<file path="config.mk">
export PLATFORM = sky130hd
export DESIGN_NAME = keypad_scanner
export DESIGN_NICKNAME = d
export VERILOG_FILES = /design/src/rtl/keypad_pkg.sv /design/src/rtl/keypad_dwell_timer.sv /design/src/rtl/keypad_scanner.sv
export SDC_FILE = /design/constraint.sdc
export NUM_CORES = 1
export LEC_CHECK = 0
export ABC_AREA = 0
export BUFFER_PORTS_ARGS = -buffer_cell sky130_fd_sc_hd__buf_4
export CORE_UTILIZATION = 57
export CTS_CLUSTER_SIZE = 25
export DETAILED_ROUTE_END_ITERATION = 8
export PLACE_DENSITY = 0.77
export SYNTH_ARGS = -nofsm -noshare
export SYNTH_HDL_FRONTEND = slang
export SYNTH_SLANG_ARGS = --single-unit
</file>
<file path="constraint.sdc">
create_clock -name clock -period 3.7 [get_ports clock]
set_clock_uncertainty 0.05 [all_clocks]
set_input_delay 0.555 -clock clock [delete_from_list [all_inputs] [get_ports clock]]
set_output_delay 0.555 -clock clock [all_outputs]
set_load 0.05 [all_outputs]
</file>
<file path="src/rtl/keypad_pkg.sv">
// Shared types and helpers for the 4x4 keypad scanner.
// Optional feature macro: KEYPAD_REPEAT_EN (auto-repeat while a key is held).
package keypad_pkg;

  localparam int unsigned NUM_ROWS = 4;
  localparam int unsigned NUM_COLS = 4;
  localparam logic [NUM_COLS-1:0] COL_IDLE = 4'b1111;

  typedef enum logic [1:0] {
    SCAN,
    CONFIRM,
    EMIT,
    WAIT_RELEASE
  } state_e;

  typedef struct packed {
    logic [1:0] row_idx;
    logic [1:0] col_idx;
  } key_code_t;

  // Index of the lowest-numbered row that reads low; callers ensure one exists.
  function automatic logic [1:0] lowest_low_row(input logic [NUM_ROWS-1:0] rows_n);
    logic [1:0] idx;
    logic       found;
    idx   = '0;
    found = 1'b0;
    for (int unsigned i = 0; i < NUM_ROWS; i++) begin
      if (!rows_n[i] && !found) begin
        idx   = i[1:0];
        found = 1'b1;
      end
    end
    return idx;
  endfunction

  // Active-low one-hot-zero strobe for a column index.
  function automatic logic [NUM_COLS-1:0] col_strobe(input logic [1:0] idx);
    return COL_IDLE & ~(4'b0001 << idx);
  endfunction

endpackage

</file>
<file path="src/rtl/keypad_dwell_timer.sv">
// Dwell counter for the keypad scanner: counts 0..SCAN_DIV-1 and flags the
// last cycle of each dwell, which is when the scanner samples its rows.
// Optional feature macro: KEYPAD_REPEAT_EN (not used in this file).
module keypad_dwell_timer
  import keypad_pkg::*;
#(
  parameter int unsigned SCAN_DIV = 1000
) (
  input  logic clock,
  input  logic reset_n,
  output logic sample_stb
);

  localparam int unsigned CW = (SCAN_DIV > 1) ? $clog2(SCAN_DIV) : 1;
  localparam logic [CW-1:0] LAST = CW'(SCAN_DIV - 1);

  logic [CW-1:0] cnt_q, cnt_d;

  // Next count: wrap to zero after the last cycle of a dwell.
  always_comb begin
    cnt_d = (cnt_q == LAST) ? '0 : cnt_q + CW'(1);
  end

  // Dwell counter register.
  always_ff @(posedge clock or negedge reset_n) begin
    if (!reset_n) cnt_q <= '0;
    else          cnt_q <= cnt_d;
  end

  assign sample_stb = (cnt_q == LAST);

endmodule

</file>
<file path="src/rtl/keypad_scanner.sv">
// 4x4 matrix keypad scanner: strobes columns, synchronises and debounces the
// row returns, and hands one key code per press over valid/ready.
// Optional feature macro: KEYPAD_REPEAT_EN enables auto-repeat of a held key
// every REPEAT_PERIOD dwells; without it REPEAT_PERIOD is unused.
module keypad_scanner
  import keypad_pkg::*;
#(
  parameter int unsigned SCAN_DIV      = 1000,
  parameter int unsigned STABLE_COUNT  = 4,
  parameter int unsigned REPEAT_PERIOD = 250
) (
  input  logic       clock,
  input  logic       reset_n,
  input  logic [3:0] row_n,
  output logic [3:0] col_n,
  output logic       key_valid,
  input  logic       key_ready,
  output logic [3:0] key_code,
  output logic       key_pressed
);

  if (SCAN_DIV < 4 || STABLE_COUNT < 1 || REPEAT_PERIOD < 1) begin : g_param_check
    $error("keypad_scanner: SCAN_DIV must be >= 4, STABLE_COUNT and REPEAT_PERIOD >= 1");
  end

  localparam int unsigned SCW = $clog2(STABLE_COUNT + 1);
  localparam logic [SCW-1:0] SC_LAST = SCW'(STABLE_COUNT - 1);

  logic            sample_stb;
  logic [3:0]      sync1_q, sync2_q;
  state_e          state_q, state_d;
  logic [1:0]      col_q, col_d;
  logic [1:0]      row_q, row_d;
  logic [SCW-1:0]  stab_q, stab_d;
  logic            valid_q, valid_d;
  key_code_t       code_q, code_d;
  logic            pressed_q, pressed_d;
  logic            row_low;
`ifdef KEYPAD_REPEAT_EN
  localparam int unsigned RPW = $clog2(REPEAT_PERIOD + 1);
  localparam logic [RPW-1:0] RP_LAST = RPW'(REPEAT_PERIOD - 1);
  logic [RPW-1:0]  rep_q, rep_d;
`endif

  keypad_dwell_timer #(
    .SCAN_DIV(SCAN_DIV)
  ) u_dwell (
    .clock     (clock),
    .reset_n   (reset_n),
    .sample_stb(sample_stb)
  );

  // State register plus synchroniser and datapath flops.
  always_ff @(posedge clock or negedge reset_n) begin
    if (!reset_n) begin
      sync1_q   <= '1;
      sync2_q   <= '1;
      state_q   <= SCAN;
      col_q     <= '0;
      row_q     <= '0;
      stab_q    <= '0;
      valid_q   <= 1'b0;
      code_q    <= '0;
      pressed_q <= 1'b0;
`ifdef KEYPAD_REPEAT_EN
      rep_q     <= '0;
`endif
    end else begin
      sync1_q   <= row_n;
      sync2_q   <= sync1_q;
      state_q   <= state_d;
      col_q     <= col_d;
      row_q     <= row_d;
      stab_q    <= stab_d;
      valid_q   <= valid_d;
      code_q    <= code_d;
      pressed_q <= pressed_d;
`ifdef KEYPAD_REPEAT_EN
      rep_q     <= rep_d;
`endif
    end
  end

  // Next-state and datapath: all row decisions happen on the dwell's last cycle.
  always_comb begin
    state_d   = state_q;
    col_d     = col_q;
    row_d     = row_q;
    stab_d    = stab_q;
    valid_d   = valid_q;
    code_d    = code_q;
    pressed_d = pressed_q;
`ifdef KEYPAD_REPEAT_EN
    rep_d     = rep_q;
`endif
    row_low   = ~sync2_q[row_q];
    case (state_q)
      SCAN: begin
        if (sample_stb) begin
          if (~&sync2_q) begin
            row_d   = lowest_low_row(sync2_q);
            stab_d  = '0;
            state_d = CONFIRM;
          end else begin
            col_d = col_q + 2'd1;
          end
        end
      end
      CONFIRM: begin
        if (sample_stb) begin
          if (row_low) begin
            if (stab_q == SC_LAST) begin
              code_d.row_idx = row_q;
              code_d.col_idx = col_q;
              valid_d   = 1'b1;
              pressed_d = 1'b1;
              stab_d    = '0;
              state_d   = EMIT;
            end else begin
              stab_d = stab_q + SCW'(1);
            end
          end else begin
            col_d   = col_q + 2'd1;
            state_d = SCAN;
          end
        end
      end
      EMIT: begin
        if (key_ready) begin
          valid_d = 1'b0;
          stab_d  = '0;
          state_d = WAIT_RELEASE;
        end
      end
      WAIT_RELEASE: begin
        if (sample_stb) begin
          if (!row_low) begin
            if (stab_q == SC_LAST) begin
              pressed_d = 1'b0;
              stab_d    = '0;
              col_d     = col_q + 2'd1;
              state_d   = SCAN;
            end else begin
              stab_d = stab_q + SCW'(1);
            end
`ifdef KEYPAD_REPEAT_EN
            rep_d = '0;
`endif
          end else begin
            stab_d = '0;
`ifdef KEYPAD_REPEAT_EN
            // Re-enter EMIT with the unchanged code once the held key has
            // been seen for a full repeat period.
            if (rep_q == RP_LAST) begin
              rep_d   = '0;
              valid_d = 1'b1;
              state_d = EMIT;
            end else begin
              rep_d = rep_q + RPW'(1);
            end
`endif
          end
        end
      end
      default: state_d = SCAN;
    endcase
  end

  // Outputs come straight from registers.
  always_comb begin
    col_n       = col_strobe(col_q);
    key_valid   = valid_q;
    key_code    = code_q;
    key_pressed = pressed_q;
  end

endmodule

</file>
==> results of run 1 <==
## final timing paths
| kind | start | end | slack (ns) |
|---|---|---|---|
| worst max-delay path | u_dwell.cnt_q[0] | flop | 1.44 |
| worst min-delay path | reset_n | u_dwell.cnt_q[9] | 0.08 |
| worst max register to register | u_dwell.cnt_q[0] | flop | 1.44 |
| worst min register to register | sync1_q[2] | sync2_q[2] | 0.31 |
| max in group asynchronous | reset_n | sync1_q[3] | 3.18 |
| min in group clock | row_n[0] | sync1_q[0] | 0.28 |
## registers in the layout (all words and copies together) (netlist names), named ones only
name           count
sync1_q            4
sync2_q            4
row_q              2
key_pressed        1
key_valid          1
key_code           4
state_q            1
u_dwell.cnt_q     10
stab_q             3
col_q              2
## report_power, final
part,internal (mW),switching [mW],total [mW]
clock network,0.142,0.118,0.259
registers,0.369,0.00263,0.371
logic,0.00545,0.0101,0.0155
## layer usage
metal | up-vias | routed length, microns
met3 | 2 | 98
met2 | 20 | 1310
met4 | 0 | 19
li1 | 556 | -
met1 | 529 | 1340
met5 | - | 0
## cell type report
| cell class | count | area (sq um) | share of cell area (%) |
|---|---|---|---|
| flip-flops and latches | 33 | 836 | 44.2 |
| repair buffers | 16 | 120 | 6.36 |
| inverters | 14 | 52.6 | 2.78 |
| clock buffers | 6 | 41.3 | 2.19 |
| multi-input cells | 99 | 766 | 40.5 |
| well taps | 31 | 38.8 | 2.05 |
| clock inverters | 2 | 35.0 | 1.85 |
## synth_stat cells
cell type	count	area (sq um)
a21oi_1	3	15.0
o31ai_1	4	30.0
clkbuf_1	1	3.75
a221o_1	2	20.0
and3_1	2	12.5
inv_1	14	52.6
o22a_1	1	8.76
a31oi_1	2	12.5
xor2_1	3	26.3
nor3_4	1	16.3
nor3_1	1	5.00
o41ai_1	1	8.76
nor4_1	1	6.26
mux2_2	4	45.0
o21ai_4	1	16.3
nor2_1	13	48.8
dfstp_2	8	210
xnor2_1	4	35.0
nor3_2	1	10.0
o41ai_2	1	16.3
a21o_1	1	7.51
nand4_1	1	6.26
nand2b_1	2	12.5
mux4_2	1	22.5
dfrtp_1	25	626
o211a_1	1	10.0
nor4b_1	1	8.76
buf_4	2	15.0
nand4bb_4	1	27.5
o21ai_0	10	50.1
buf_6	1	11.3
o21a_1	1	7.51
o2111ai_2	1	15.0
nand2_1	11	41.3
nor2b_1	2	12.5
mux2_4	2	30.0
ha_1	11	138
o21ai_2	1	8.76
nand3_1	7	35.0
## cells by family after synthesis
family                   count (synthesis)  synth area share [%]
buffers and inverters                   18                  4.90
multiplexers                             7                  5.79
AO/OA/AOI/OAI                           30                  13.4
XOR/XNOR                                 7                  3.64
adder cells (fa/ha/maj)                 11                  8.17
flip-flops                              33                  49.6
AND/OR/NAND/NOR                         44                  14.4
==> flow_summary_export.csv, run 1 <==
group,metric,value,unit
cts,post-cts-setup-buffer-count,0,
place,placed_area,1810,sq um
job,maxCapViolations,0,
place,hpwl,2080,microns
die,core,2780,sq um
cts,cts_tree,"done",
finish,stdcell_count,201,
logic_synthesis,ys_seq_area_share,49.6,%
detailed_routing,num_vias,1107,
die,die_w,56.4,microns
finish,final_util,67.9,%
worst_setup_path,cp.required,3.86,ns
place,place_ws,1.47,ns
cts,max-clock-path-buffers,2,
cts,clockRootBuffer,"clkbuf_4",
sta,tightestPinTransition,0.508,ns
worst_setup_path,critPathSlowestCell,"nor3_4",
worst_setup_path,cp_cell_sequence,"ha_1 -> nand2_1 -> nor3_4 -> o21ai_2 -> nor3_2 -> mux2_4",
finish,final_common_cell,"dfrtp_1",
detailed_routing,drtIter0Drc,38,
place,gp_congestion,0.790,
finish,final_cell_area,1890,sq um
pwr,leakage,0.855,nW
grt,antenna_found_initial,0,
worst_setup_path,crit_arrival,2.42,ns
cts,ctsResizeCount,0,
detailed_routing,ant_nets,0,
pwr,power,646,uW
cts,cts.htree.levels,2,
grt,grt_use_met1,26.8,%
finish,final_nets,187,
worst_setup_path,crit_fanout,13,
cts,clkLatencyLatePin,0.33,ns
pwr,irDropWorstVdd,0.000274,V
detailed_routing,avgRoutedWirePerCell,13.8,microns
sta,final.setup.worst_slack,1.44,ns
logic_synthesis,syn_avg_cell_area,11.2,sq um
die,num_rows,19,
sta,post-route-period-util,61.1,%
grt,gr-usage-met2,34.2,%
worst_setup_path,path_depth,6,
sta,maxSlewViolCount,0,
worst_setup_path,worstSetupStartpointType,"flop",
grt,grt_pass1_wl,4960,microns
logic_synthesis,syn_inst,150,
logic_synthesis,ys_types,39,
detailed_routing,firstDrtPassIters,4,
sta,post-route-min-period,2.26,ns
cts,cts_made_buffers,5,
finish,diodes,0,
sta,finalSetupViolations,0,
detailed_routing,vias_per_cell,5.51,
logic_synthesis,synthesis.area,1680,sq um
finish,final.fill_count,219,
detailed_routing,wirelength,2770,microns
die,die_h,56.4,microns
die,die-area,3180,sq um
finish,areaGrowthSynthToFinish,12.2,%
place,dp.cells,193,
finish,drive_above_1_share,26.5,%
detailed_routing,drc,0,
grt,grt-ovfl-total,0,
grt,grt_use_total,20.6,%
worst_setup_path,worstPathBufferInverterCount,0,
die,start_util,60.5,%
sta,rsz0062_at_grt,"no",
logic_synthesis,syn_nets,168,
grt,grt-busiest-layer,"met2",
run_status,status,"finished, final reports clean",
worst_hold_path,hp-class,"input port to async pin",
cts,hold_buffers,0,
logic_synthesis,ys_ff_latch,33,
cts,clkSinkCount,33,
grt,grt_pass1_vias,1118,
worst_setup_path,end_kind,"flop",
sta,setup-tns-final,0,ns
worst_setup_path,cpPeakStageDelay,0.51,ns
logic_synthesis,yosysWarnings,0,
finish,final_cell_mix,"dfrtp_1, buf_4, inv_1",
sta,hold_viol,0,
pwr,powerDensity,342,nW/um^2
sta,timing.hold.ws,0.0834,ns
sta,fmax,443,MHz
grt,grt_max_degree,34,
die,io_pins,17,
worst_setup_path,cp_top_family,"simple AND/OR/NAND/NOR gates",
cts,clkTransAtPathRegs,0.10,ns
place,port_buffers,16,
worst_setup_path,worstSetupPathType,"flop to flop",
worst_setup_path,reg2reg_depth,6,
sta,relSlewSlack,66.0,%
grt,use_met3,4.84,%
Note: power is estimated with default switching activity, not from simulation.
==> run 2, diff against run 1 <==
Settings changed: CORE_UTILIZATION 57 to 52, PLACE_DENSITY 0.77 to 0.74.
Clock period 3.7 ns to 1.9 ns, I/O delays scaled along.
==> run 2 against run 1 <==
Design area grew 12%. Sequential share of layout area down 4.6 points. Non-clock buffer count increased by 25. Global-route usage up 2.1 points. Via count increased by 14%. Routed wire length is 19% higher. Sequential power rose by 95%. Fmax increased by 20%. First-iteration DRC count up 71%. Setup slack worse by 1.4 ns. Cell count up 19%.
==> flow_summary_export.csv, run 2 (synthesis gave the netlist of run 1 again) <==
group,metric,value,unit
run_status,status,"finished, final reports clean",
grt,grt_pass1_vias,1315,
worst_setup_path,cp.required,2.08,ns
detailed_routing,num_vias,1263,
die,die_w,58.9,microns
detailed_routing,wirelength,3290,microns
sta,relSlewSlack,72.5,%
cts,cts_made_buffers,5,
die,core,3050,sq um
sta,hold_viol,0,
detailed_routing,avgRoutedWirePerCell,13.8,microns
grt,grt_pass1_wl,5730,microns
die,io_pins,17,
place,hpwl,2320,microns
detailed_routing,wl_met3,118,microns
pwr,leakage,0.959,nW
detailed_routing,vias_per_cell,5.28,
pwr,power,1.16,mW
finish,final_common_cell,"buf_4",
sta,tightestPinTransition,0.413,ns
cts,cts_tree,"done",
finish,areaGrowthSynthToFinish,25.4,%
die,num_rows,20,
finish,drive_above_1_share,37.9,%
worst_hold_path,hp-class,"input port to flop",
grt,antenna_found_initial,0,
cts,clockRootBuffer,"clkbuf_4",
worst_setup_path,crit_arrival,2.06,ns
detailed_routing,maxUsedRoutingLayer,"met4",
grt,grt_max_degree,34,
sta,fmax,532,MHz
sta,rsz0062_at_grt,"yes",
sta,timing.hold.ws,0.0867,ns
detailed_routing,ant_nets,0,
cts,clkTransAtPathRegs,0.10,ns
sta,post-route-min-period,1.88,ns
job,maxCapViolations,0,
sta,finalSetupViolations,0,
detailed_routing,met1_length,1430,microns
finish,regMostFlops,"u_dwell.cnt_q",
sta,post-route-period-util,99.0,%
finish,final_nets,212,
pwr,powerDensity,547,nW/um^2
worst_setup_path,crit_fanout,10,
grt,grt-ovfl-total,0,
finish,largest_register_ffs,10,
worst_setup_path,worstSetupPathType,"flop to flop",
detailed_routing,met2WireLength,1670,microns
cts,max-clock-path-buffers,2,
die,die_h,58.9,microns
detailed_routing,drtIter0Drc,65,
die,die-area,3470,sq um
sta,maxSlewViolCount,0,
place,gp_congestion,0.857,
cts,clkLatencyLatePin,0.34,ns
finish,diodes,0,
die,start_util,55.2,%
worst_setup_path,worstSetupStartpointType,"flop",
finish,final_cell_mix,"buf_4, dfrtp_1, inv_1, nor2_1",
detailed_routing,drc,0,
cts,clkSinkCount,33,
place,port_buffers,16,
worst_setup_path,end_kind,"flop",
detailed_routing,firstDrtPassIters,4,
pwr,irDropWorstVdd,0.000466,V
grt,grt_use_total,22.7,%
sta,setup-tns-final,0,ns
cts,cts.htree.levels,2,
-- run 2: changes by cell type in the layout (fill, tap and decap cells not counted), moves of 2 or more --
cell | before | now
buf_4 | 16 | 35
dlygate4sd3_1 | 0 | 5
ha_1 | 11 | 9
ha_2 | 0 | 2
inv_1 | 14 | 12
inv_2 | 0 | 2
-- run 2: layout make-up --
| class | instances | area [sq um] |
|---|---|---|
| well taps | 44 | 55.1 |
| multi-input cells | 99 | 788 |
| repair buffers | 41 | 324 |
| clock buffers | 5 | 37.5 |
| flip-flops and latches | 33 | 837 |
| clock inverters | 3 | 17.5 |
| fillers | 239 | 941 |
| inverters | 14 | 52.6 |
-- run 2: timing repair --
| item | CTS | global route |
|---|---|---|
| gates resized for setup | 3 | 8 |
| hold buffers | 5 | 0 |
| endpoints found under the hold margin | 29 | 0 |
| buffers inserted | 2 | 4 |
| pin swaps | 2 | 4 |
| endpoints found under the setup margin | 7 | 12 |
-- run 2: through the flow --
stage | util (%) | instances | cell area [sq um] | setup WS [ns]
3_3_place_gp | 63.4 | 220 | 1930 | -0.0179
6_report | 69.2 | 239 | 2110 | 0.0193
4_1_cts | 67.6 | 235 | 2060 | -0.00350
3_5_place_dp | 63.4 | 220 | 1930 | -0.0943
2_1_floorplan | - | 150 | 1680 | 0.0828
5_1_grt | 69.2 | 239 | 2110 | -0.0520
-- run 2: worst max-delay path, stage by stage (launching register included) --
cell,delay [ns]
dfrtp_1,0.39
mux4_2,0.52
buf_4,0.19
a21o_1,0.20
o2111ai_2,0.09
mux2_4,0.32
-- run 2: worst paths after layout --
kind	slack, ns	startpoint	endpoint	cells after the start
hold reg to reg	0.31	sync1_q[0]	sync2_q[0]	0
min in group asynchronous	0.36	reset_n	u_dwell.cnt_q[5]	2
setup reg to reg	0.02	row_q[1]	col_q[1]	5
hold / removal	0.09	key_ready	key_valid	2
setup / recovery	0.02	row_q[1]	col_q[1]	5
max in group asynchronous	1.11	reset_n	sync2_q[3]	2
-- run 2: power by group --
group	total, mW	switching [mW]	internal, mW
sequential	0.723	0.00491	0.718
combinational	0.0417	0.0231	0.0187
clock	0.391	0.252	0.139
total	1.16	0.280	0.876
-- run 2: layer usage --
layer,global-route usage (%),up-vias
met4,10.9,0
met5,0,-
met2,36.7,29
met3,6.81,9
met1,27.6,617
li1,-,608
==> run 3, diff against run 2 <==
Settings changed: PLACE_DENSITY 0.74 to 0.84.
==> run 3 against run 2 <==
The run now ends with negative setup slack left. Combinational power grew 5%. Hold slack gained 0.055 ns. Fmax decreased by 4.3%. Critical path type unchanged. Largest cell class is now multi-input combinational cells. Largest power group unchanged. Highest routed layer unchanged.
==> flow_summary_export.csv, run 3 (synthesis gave the netlist of run 1 again) <==
group,metric,value,unit
sta,maxSlewViolCount,0,
sta,finalSetupViolations,6,
cts,clockRootBuffer,"clkbuf_4",
finish,drive_above_1_share,42.1,%
run_status,violations,"negative setup slack",
sta,final.setup.worst_slack,-0.0661,ns
pwr,power.share.clock,32.8,%
detailed_routing,firstDrtPassIters,4,
pwr,seqPwrFrac,63.4,%
worst_setup_path,cpPeakStageDelay,0.40,ns
detailed_routing,ant_nets,0,
sta,rsz0062_at_grt,"yes",
worst_setup_path,cp.required,2.09,ns
grt,grt_pass1_wl,5500,microns
worst_setup_path,cp_cell_sequence,"ha_2 -> nand2_4 -> nor3_4 -> buf_4 -> and3_1 -> nand3_1 -> o21ai_0",
die,die_h,58.9,microns
cts,max-clock-path-buffers,2,
finish,regMostFlops,"u_dwell.cnt_q",
sta,post-route-min-period,1.97,ns
cts,cts_made_buffers,5,
worst_setup_path,end_kind,"flop",
worst_setup_path,worstSetupPathType,"flop to flop",
grt,grt_max_degree,34,
sta,relSlewSlack,67.8,%
place,placed_area,1930,sq um
pwr,leakage,0.962,nW
cts,clkLatencyLatePin,0.33,ns
die,die_w,58.9,microns
worst_setup_path,critPathSlowestCell,"nor3_4",
detailed_routing,num_vias,1324,
finish,largest_register_ffs,10,
place,gp_congestion,0.847,
worst_hold_path,hp-class,"input port to flop",
cts,cts_tree,"done",
place,hpwl,2440,microns
finish,final_cell_area,2170,sq um
detailed_routing,drc,0,
sta,fmax,509,MHz
die,num_rows,20,
detailed_routing,drtIter0Drc,64,
pwr,switching_share,23.0,%
pwr,powerDensity,525,nW/um^2
die,io_pins,17,
place,place_ws,-0.0339,ns
pwr,internal_power,878,uW
finish,final_nets,214,
finish,final.fill_count,216,
cts,cts.htree.levels,2,
detailed_routing,wirelength,3840,microns
worst_setup_path,cp_top_family,"simple AND/OR/NAND/NOR gates",
die,core,3050,sq um
finish,areaGrowthSynthToFinish,29.0,%
pwr,switchingPower,263,uW
finish,diodes,0,
grt,grt_pass1_vias,1264,
sta,tightestPinTransition,0.478,ns
worst_setup_path,crit_fanout,8,
sta,setup-tns-final,-0.209,ns
finish,final_cell_mix,"buf_4, dfrtp_1, nor2_1",
worst_setup_path,worstPathBufferInverterCount,1,
detailed_routing,avgRoutedWirePerCell,16.0,microns
worst_setup_path,crit_arrival,2.15,ns
run_status,status,"finished, violations left",
die,start_util,55.2,%
pwr,irDropWorstVdd,0.000347,V
worst_setup_path,worstSetupStartpointType,"flop",
sta,timing.hold.ws,0.142,ns
grt,grt_use_total,21.8,%
sta,hold_viol,0,
die,die-area,3470,sq um
pwr,p_comb_share,3.8,%
job,maxCapViolations,0,
cts,clkSinkCount,33,
grt,antenna_found_initial,0,
place,port_buffers,16,
cts,clkTransAtPathRegs,0.10,ns
finish,final_common_cell,"buf_4",
sta,post-route-period-util,103,%
grt,grt-ovfl-total,0,
detailed_routing,vias_per_cell,5.49,
[run 3: worst paths after layout]
check	endpoint	slack, ns	from	depth (start not counted)
max	row_q[0]	-0.07	u_dwell.cnt_q[1]	7
min	key_valid	0.14	key_ready	2
max reg2reg	row_q[0]	-0.07	u_dwell.cnt_q[1]	7
min reg2reg	sync2_q[3]	0.31	sync1_q[3]	0
max in group asynchronous	sync2_q[2]	1.10	reset_n	2
min in group asynchronous	u_dwell.cnt_q[9]	0.37	reset_n	2
[run 3: per-layer routing]
metal	global-route usage, %	up-vias	part of all wire, %
li1	-	614	-
met5	0	-	0
met2	36.7	40	51
met3	5.27	13	4.0
met1	25.6	657	42
met4	11.6	0	3.3
[run 3: stage by stage]
step           instances  power (mW)  util (%)
3_3_place_gp         220       0.767      63.4
5_1_grt              241        1.18      71.2
4_1_cts              233        1.15      67.0
2_1_floorplan        150       0.743         -
6_report             241        1.14      71.2
3_5_place_dp         220       0.770      63.4
[run 3: repair_timing]
item                                   in CTS  in global routing
pin swaps                                   2                  6
hold buffers                                5                  0
endpoints found under the hold margin      29                  0
setup buffers                               0                  7
setup endpoints to repair                   8                 12
cloned                                      0                  1
gates resized for setup                     2                 21
[run 3: cell type report]
type / instances / area (sq um) / area share [%]
clock buffer: 6 / 41.3 / 1.90
clock inverter: 2 / 10.0 / 0.461
inverter: 14 / 52.6 / 2.42
multi-input combinational: 100 / 848 / 39.0
sequential: 33 / 838 / 38.6
tap: 44 / 55.1 / 2.53
timing repair buffer: 42 / 328 / 15.1
[run 3: power by group through the flow]
| stage | combinational, mW | sequential [mW] | clock, mW |
|---|---|---|---|
| after CTS | 0.0427 | 0.723 | 0.386 |
| after global placement | 0.0324 | 0.735 | 0 |
| after floorplan | 0.00918 | 0.734 | 0 |
| final | 0.0436 | 0.723 | 0.374 |
| after global routing | 0.0475 | 0.724 | 0.413 |
| after detailed placement | 0.0344 | 0.736 | 0 |
